$ cat config.mk
export PLATFORM = sky130hd
export DESIGN_NAME = dual_slope_ctrl
export DESIGN_NICKNAME = d
export VERILOG_FILES = /design/src/rtl/dsadc_pkg.sv /design/src/rtl/bcd_counter.sv /design/src/rtl/dual_slope_ctrl.sv
export SDC_FILE = /design/constraint.sdc
export NUM_CORES = 1
export LEC_CHECK = 0
export CAP_MARGIN = 20
export CORE_MARGIN = 1
export CORE_UTILIZATION = 45
export DETAILED_ROUTE_END_ITERATION = 6
export GPL_ROUTABILITY_DRIVEN = 0
export PLACE_DENSITY = 0.79
export SETUP_SLACK_MARGIN = 0.15
export SLEW_MARGIN = 5
export SYNTH_ARGS = -nofsm -noshare
export SYNTH_HDL_FRONTEND = slang
export SYNTH_SLANG_ARGS = --single-unit
export TNS_END_PERCENT = 50
$ cat constraint.sdc
create_clock -name clk -period 2.69 [get_ports clk]
set_clock_uncertainty 0.2 [all_clocks]
set_input_delay 0.538 -clock clk [delete_from_list [all_inputs] [get_ports clk]]
set_output_delay 0.538 -clock clk [all_outputs]
set_load 0.005 [all_outputs]
$ cat src/rtl/dsadc_pkg.sv
// Shared types and seven-segment encoding for the dual-slope ADC controller.
package dsadc_pkg;

    typedef enum logic [2:0] {
        ST_IDLE,
        ST_ZERO,
        ST_INTEG,
        ST_DEINT,
        ST_LATCH
    } state_e;

    // Common-cathode glyphs, segment a in bit 6 down to g in bit 0.
    localparam logic [6:0] SEG_0   = 7'b1111110;
    localparam logic [6:0] SEG_1   = 7'b0110000;
    localparam logic [6:0] SEG_2   = 7'b1101101;
    localparam logic [6:0] SEG_3   = 7'b1111001;
    localparam logic [6:0] SEG_4   = 7'b0110011;
    localparam logic [6:0] SEG_5   = 7'b1011011;
    localparam logic [6:0] SEG_6   = 7'b1011111;
    localparam logic [6:0] SEG_7   = 7'b1110000;
    localparam logic [6:0] SEG_8   = 7'b1111111;
    localparam logic [6:0] SEG_9   = 7'b1111011;
    localparam logic [6:0] SEG_ERR = 7'b1001111;

    function automatic logic [6:0] bcd_to_seg(logic [3:0] digit);
        case (digit)
            4'd0:    return SEG_0;
            4'd1:    return SEG_1;
            4'd2:    return SEG_2;
            4'd3:    return SEG_3;
            4'd4:    return SEG_4;
            4'd5:    return SEG_5;
            4'd6:    return SEG_6;
            4'd7:    return SEG_7;
            4'd8:    return SEG_8;
            4'd9:    return SEG_9;
            default: return SEG_ERR;
        endcase
    endfunction

endpackage

$ cat src/rtl/bcd_counter.sv
// Cascaded decimal counter: each digit wraps 9->0 and carries into the next
// when it and every lower digit hold 9.
module bcd_counter #(
    parameter int DIGITS = 3
) (
    input  logic                  clk,
    input  logic                  rst_s,
    input  logic                  clr,
    input  logic                  enb,
    output logic [4*DIGITS-1:0]   q,
    output logic                  all_nines
);

    logic [4*DIGITS-1:0] q_d;
    logic                ripple;

    always_comb begin
        // NOTE: every variable gets a default first so no path leaves it unassigned (no latch).
        q_d       = q;
        ripple    = enb;
        all_nines = 1'b1;
        for (int i = 0; i < DIGITS; i++) begin
            if (ripple) begin
                q_d[4*i +: 4] = (q[4*i +: 4] == 4'd9) ? 4'd0 : q[4*i +: 4] + 4'd1;
            end
            ripple    = ripple && (q[4*i +: 4] == 4'd9);
            all_nines = all_nines && (q[4*i +: 4] == 4'd9);
        end
        if (clr) begin
            q_d = '0;
        end
    end

    always_ff @(posedge clk or posedge rst_s) begin
        if (rst_s) begin
            q <= '0;
        end else begin
            q <= q_d;
        end
    end

endmodule

$ cat src/rtl/dual_slope_ctrl.sv
// Dual-slope ADC sequencer: auto-zero, integrate, de-integrate, latch, with
// registered switch drives, overflow flag and seven-segment result decode.
module dual_slope_ctrl
    import dsadc_pkg::*;
#(
    parameter int DIGITS = 3,
    parameter int T_ZERO = 4
) (
    input  logic                  clk,
    input  logic                  rst_s,
    input  logic                  start,
    input  logic                  cont,
    input  logic                  vint_z,
    output logic                  ch_vm,
    output logic                  ch_vr,
    output logic                  ch_zr,
    output logic                  busy,
    output logic                  done,
    output logic                  ovf,
    output logic [4*DIGITS-1:0]   bcd,
    output logic [7*DIGITS-1:0]   seg
);

    localparam int ZW = (T_ZERO > 1) ? $clog2(T_ZERO) : 1;

    state_e              state_q, state_d;
    logic [ZW-1:0]       zcnt_q, zcnt_d;
    logic [4*DIGITS-1:0] count;
    logic                all_nines;
    logic                ch_vm_q, ch_vr_q, ch_zr_q, busy_q, done_q, ovf_q;
    logic [4*DIGITS-1:0] bcd_q;
    logic                latch_now;

    bcd_counter #(.DIGITS(DIGITS)) u_counter (
        .clk       (clk),
        .rst_s     (rst_s),
        .clr       (state_q == ST_ZERO),
        .enb       ((state_q == ST_INTEG) || (state_q == ST_DEINT)),
        .q         (count),
        .all_nines (all_nines)
    );

    always_comb begin
        state_d = state_q;
        zcnt_d  = (state_q == ST_ZERO) ? zcnt_q + ZW'(1) : '0;
        case (state_q)
            ST_IDLE:  if (start) state_d = ST_ZERO;
            ST_ZERO:  if (zcnt_q == ZW'(T_ZERO - 1)) state_d = ST_INTEG;
            ST_INTEG: if (all_nines) state_d = ST_DEINT;
            ST_DEINT: if (vint_z || all_nines) state_d = ST_LATCH;
            ST_LATCH: state_d = cont ? ST_ZERO : ST_IDLE;
            default:  state_d = ST_IDLE;
        endcase
    end

    // At overflow the counter already holds all nines, so the count is the result either way.
    assign latch_now = (state_q == ST_DEINT) && (state_d == ST_LATCH);

    // Switches and handshakes decode the next state so they line up with the state register.
    always_ff @(posedge clk or posedge rst_s) begin
        if (rst_s) begin
            state_q <= ST_IDLE;
            zcnt_q  <= '0;
            ch_vm_q <= 1'b0;
            ch_vr_q <= 1'b0;
            ch_zr_q <= 1'b0;
            busy_q  <= 1'b0;
            done_q  <= 1'b0;
            ovf_q   <= 1'b0;
            bcd_q   <= '0;
        end else begin
            state_q <= state_d;
            zcnt_q  <= zcnt_d;
            ch_vm_q <= (state_d == ST_INTEG);
            ch_vr_q <= (state_d == ST_DEINT);
            ch_zr_q <= (state_d == ST_ZERO);
            busy_q  <= (state_d != ST_IDLE);
            done_q  <= (state_d == ST_LATCH);
            if (latch_now) begin
                bcd_q <= count;
                ovf_q <= ~vint_z;
            end
        end
    end

    assign ch_vm = ch_vm_q;
    assign ch_vr = ch_vr_q;
    assign ch_zr = ch_zr_q;
    assign busy  = busy_q;
    assign done  = done_q;
    assign ovf   = ovf_q;
    assign bcd   = bcd_q;

    for (genvar i = 0; i < DIGITS; i++) begin : g_seg
        assign seg[7*i +: 7] = bcd_to_seg(bcd_q[4*i +: 4]);
    end

endmodule

# [Word level (Yosys, flattened, before mapping)]
# Memories as Yosys holds them, arrays and structs flattened.
# Cells that the tools add are included.
[totals] reg_bits=35 rom_bits=336 input_bits=5 word_cells=58 memories=3
[memory_table] name="(name not given)" words=16 word_bits=7 read_ports=1 rd_clocked_by_memory_dff=0 wr=0 line="dsadc_pkg.sv:26" source="case (digit)"
[memory_table] name="(name not given)" words=16 word_bits=7 read_ports=1 rd_clocked_by_memory_dff=0 wr=0 line="dsadc_pkg.sv:26"
[memory_table] name="(name not given)" words=16 word_bits=7 read_ports=1 rd_clocked_by_memory_dff=0 wr=0 line="dsadc_pkg.sv:26"
[classes] add_sub_neg=4 eq_ne=12 mux=14 n_bitwise=1 n_reduce_logical=12
[ops] op="4-bit two-way mux" n=6
[ops] op="3-bit one-hot mux with 5 select lines" n=1
[ops] op="4-bit by 1-bit adder with 4-bit output (second input constant)" n=3
[ops] op="3-bit by 2-bit equality test with 1-bit output (second input constant)" n=4
[ops] op="4-bit equality test (second input constant)" n=3
[ops] op="12-bit two-way mux" n=1
[ops] op="3-bit two-way mux" n=4
[ops] op="3-bit by 1-bit equality test with 1-bit output (second input constant)" n=2
[ops] op="3-bit equality test (second input constant)" n=2
[ops] op="2-bit nonzero test" n=3
[ops] op="1-bit logical AND" n=5
[ops] op="3-bit logical NOT" n=1
[ops] op="3-bit nonzero test" n=1
[ops] op="2-bit by 1-bit adder with 2-bit output (second input constant)" n=1
[ops] op="2-bit equality test (second input constant)" n=1
[ops] op="1-bit logical OR" n=2
[ops] op="2-bit two-way mux" n=1
[ops] op="1-bit two-way mux" n=1
[ops] op="1-bit NOT" n=1

# [Logic depth before layout (Yosys ltp)]
[depth] word_depth=8 mapped_depth=7 depth_no_buf=6

# [Hierarchy]
# Synthesis repeated with hierarchy kept, for this count alone.
[unflattened] cells_unflattened=225 hier_area_um2=2260.9
[modules_own_cells] mod="dual_slope_ctrl" instances=1 cells_per_inst=146 area_per_inst_um2=1522.7 seq_area_each_um2=575.6
[modules_own_cells] mod="bcd_counter" instances=1 cells_per_inst=79 area_per_inst_um2=738.2 seq_area_each_um2=300.3

# [Worst setup path after synthesis]
# OpenSTA, ideal clock, no wires.
[synth_path] kind="register -> output" startpoint="register bcd_q[9] (netlist: bcd[9])" endpoint="output port seg[20]" t_arrival_ns=1.201 setup_slack_ns=0.751 stages_incl_launch_ff=6 path_buffers=0 path_cell_list="dfrtp_1 inv_1 ha_1 nor2b_1 a21oi_1 or2_2"
[synth_via] elab_chain_cells=1
[synth_lines] item="start, declared" line="dual_slope_ctrl.sv:31" source="logic [4*DIGITS-1:0] bcd_q;"
[synth_lines] item="start signal, assigned" line="dual_slope_ctrl.sv:80" source="bcd_q <= count;"
[synth_lines] item="memory read 16 x 7 bit"
[synth_lines] item="end, declared" line="dual_slope_ctrl.sv:21" source="output logic [7*DIGITS-1:0] seg"
# No other way between the ends.

# [Worst setup path in the final report]
[layout_path] startpoint="register bcd_q[9] (netlist: bcd[9])" endpoint="output port seg[18]"
# Same word-level chain as after synthesis.

==> flow_metrics.tcl <==
set metrics [dict create \
    dominantRegCellSynth "sky130_fd_sc_hd__dfrtp_1" \
    initial_utilization_pct 47.1 \
    post-route-min-period_ns 2.55 \
    width_of_the_chip_um 72.3 \
    timing_hold_violations_final 0 \
    routed_wirelength_mm 4.76 \
    dpl.cell_count 343 \
    final-instance-count-excl-fill 359 \
    detailedRoute.firstIterationViolations 74 \
    sw_frac_of_total_pct 37.0 \
    fillerInstances 393 \
    max_stage_delay_ns 0.49 \
    router_iterations_before_antenna_repair 4 \
    core_area_um2 4720 \
    maxCapViolCount 0 \
    clkPwrFrac_pct 12.8 \
    synthesis.instances 235 \
    ir_drop_mv 0.434 \
    yosysMostFrequentCell "sky130_fd_sc_hd__dfrtp_1" \
    drive_above_1_share_pct 15.4 \
    cts.path.max_buffers 2 \
    design_power_total_mw 3.05 \
    drc 0 \
    internal_power_component_mw 1.92 \
    switchingPower_mw 1.13 \
    ant_nets 0 \
    crit_slowest_cell "sky130_fd_sc_hd__clkdlybuf4s50_1" \
    clk_latency_ns 0.29 \
    synth_fp_nets 265 \
    final_cell_area_excluding_filler_cells_um2 2930 \
    setup.worst_path.end_class "primary output" \
    cts_root_buffer "sky130_fd_sc_hd__clkbuf_8" \
    async_flop_share_pct 100 \
    setup_repair_after_global_routing_missed_its_margin "true" \
    critPathLaunchType "register" \
    tritoncts "built" \
    ioPinCount 44 \
    post_synthesis_sequential_area_ratio_pct 39.4 \
    grt_max_degree 36 \
    cts-htree-levels 2 \
    via_per_inst 5.16 \
    crit_path_max_fanout 5 \
    crit_path_cell_trace "buf_4, ha_1, a21oi_1, a31o_2, clkdlybuf4s50_1" \
    max_slew.worst_pin.slew_ns 0.433 \
    max_clock_freq_mhz 392 \
    syn-cell-area_um2 2220 \
    static_leakage_nw 1.32 \
    routed-via-count 1853 \
    critical_path_class "reg -> out" \
    clk_transition_reported_paths_ns 0.07 \
    area_growth_pct 31.6 \
    synth_area_leaders "sky130_fd_sc_hd__dfrtp_1 (39%), sky130_fd_sc_hd__ha_1 (14%), sky130_fd_sc_hd__o21ai_0 (4.5%)" \
    dpl-instance-area_um2 2730 \
    cp.arrival_ns 1.81 \
    yosys_warnings 0 \
    placement.io_buffers 43 \
    die_h_um 72.3 \
    cts.sink_count 35 \
    yosysUniqueCellTypes 43 \
    post_synth_most_frequent_cells "sky130_fd_sc_hd__dfrtp_1 (35), sky130_fd_sc_hd__ha_1 (25), sky130_fd_sc_hd__nand2_1 (23)" \
    worst_hold_startpoint "zcnt_q[0]$_DFF_PP0_" \
    crit_start "bcd[9]$_DFFE_PP0P_" \
    report.final.slew_viol_count 0 \
    detailedPlacementHpwl_mm 3.34 \
    max_slew_margin_pct 71.1 \
    seqPwrFrac_pct 28.4 \
    gr_ovfl_total 0 \
    finalCritPeriodShare_pct 94.7 \
    design.die.area_um2 5230 \
    placementRows 25 \
    grt_util_all_layers_pct 20.1 \
    power_per_cell_area_nw_per_um2 1040 \
    yosys.area.top_type_share_pct 39.4 \
    critPathRequiredTime_ns 1.95 \
    cts_hold_buffers 0 \
    final-setup-viol-count 0 \
    grt_pass1_wl_mm 7.98 \
    antenna_found_initial 0 \
    final_core_util_pct 61.9 \
    r2r-start "u_counter.q[4]$_DFFE_PP0P_" \
    synth_largest_area_cell "sky130_fd_sc_hd__dfrtp_1" \
    result_of_the_run "finished clean" \
    avgRoutedWirePerCell_um 13.3 \
    combPwrFrac_pct 58.8 \
    post_synth.cell_area_avg_um2 9.46 \
    hp-class "reg -> reg" \
    number_of_enable_type_register_cells_in_the_synthesized_netlist 0 \
    final.setup.tns_ns 0 \
    antenna_cells_inserted 0 \
    design.final.nets 322 \
    grt_pass1_vias 1734 \
    clock_buffers_created_by_tritoncts 5 \
    seq_cells_post_synth 35 \
]
cells by family after synthesis:
kind of cell,Yosys count,share of synthesized area [%]
flops,35,39.4
simple gates,78,18.8
mux,9,4.22
fa+ha+maj,25,14.1
compound gates,59,16.9
xor+xnor,4,1.58
buf+inv,25,5.06
per-stage QoR:
stage          hold slack, ns  setup WS (ns)
2_1_floorplan           0.215          0.751
3_3_place_gp            0.230          0.294
3_5_place_dp            0.229          0.228
4_1_cts                 0.239          0.138
5_1_grt                 0.288         0.0847
6_report                0.233          0.141
layout by cell type (no fill, tap or decap), types with 3 or more instances in the layout:
cell	n
sky130_fd_sc_hd__nand2_1	23
sky130_fd_sc_hd__nor2_1	13
sky130_fd_sc_hd__mux2_2	3
sky130_fd_sc_hd__and3b_1	3
sky130_fd_sc_hd__inv_2	3
sky130_fd_sc_hd__nand3b_1	4
sky130_fd_sc_hd__dfrtp_1	32
sky130_fd_sc_hd__nor3_1	4
sky130_fd_sc_hd__inv_1	12
sky130_fd_sc_hd__nor2b_4	3
sky130_fd_sc_hd__nand3_1	6
sky130_fd_sc_hd__clkdlybuf4s50_1	36
sky130_fd_sc_hd__o31ai_1	4
sky130_fd_sc_hd__a21o_1	3
sky130_fd_sc_hd__dfrtp_2	3
sky130_fd_sc_hd__nand2b_1	10
sky130_fd_sc_hd__clkbuf_8	6
sky130_fd_sc_hd__ha_1	24
sky130_fd_sc_hd__buf_4	15
sky130_fd_sc_hd__dlymetal6s2s_1	5
sky130_fd_sc_hd__xnor2_1	4
sky130_fd_sc_hd__o22ai_1	4
sky130_fd_sc_hd__o21ai_0	17
sky130_fd_sc_hd__a21oi_1	13
sky130_fd_sc_hd__mux2i_1	6
sky130_fd_sc_hd__o21ai_1	3
state kept, by name, indices dropped and copies added (netlist names):
name / count
zcnt_q: 2
bcd: 12
ch_vr: 1
busy: 1
done: 1
u_counter.q: 12
state_q: 3
ch_zr: 1
ch_vm: 1
ovf: 1
area by class of cell:
type	instances	area, um2	area share (%)
clock buffer	6	82.6	2.82
clock inverter	1	5.00	0.171
inverter	17	68.8	2.35
multi-input combinational	175	1250	42.8
sequential	35	880	30.1
tap	67	83.8	2.87
timing repair buffer	58	553	18.9
power by group through the flow:
stage / registers (mW) / logic [mW] / clock network (mW)
after floorplan: 0.821 / 0.865 / 0
after global placement: 0.859 / 1.65 / 0
after detailed placement: 0.869 / 1.69 / 0
after CTS: 0.858 / 1.78 / 0.402
after global routing: 0.891 / 2.00 / 0.425
final: 0.865 / 1.79 / 0.390
path summary, 6_finish.rpt:
kind / endpoint / cells after the start / slack (ns)
max: seg[18] / 5 / 0.14
min: zcnt_q[0]$_DFF_PP0_ / 1 / 0.23
max reg2reg: bcd[10]$_DFFE_PP0P_ / 6 / 0.60
min reg2reg: zcnt_q[0]$_DFF_PP0_ / 1 / 0.23
max in group asynchronous: bcd[9]$_DFFE_PP0P_ / 3 / 1.51
min in group asynchronous: done$_DFF_PP0_ / 3 / 0.45
worst max-delay path, delay by kind of cell (launching register included):
kind / cells / cell delay [ns]
AO/OA/AOI/OAI: 2 / 0.27
buffers and inverters: 2 / 0.65
flip-flops: 1 / 0.42
adder cells (fa/ha/maj): 1 / 0.18
routing by layer:
metal  vias to the layer above  global-route usage [%]  share of wire [%]
li1                        923                       -                  -
met2                        44                    32.3                 47
met4                         0                    7.84                2.0
met1                       871                    26.1                 48
met3                        15                    5.14                3.5
met5                         -                       0                  0
timing repair:
action | 4_1_cts | 5_1_grt
pin swaps | 0 | 0
setup buffers | 7 | 2
resized for setup | 14 | 11
setup endpoints to repair | 13 | 14
No activity file was read; power rests on OpenSTA's default activity.
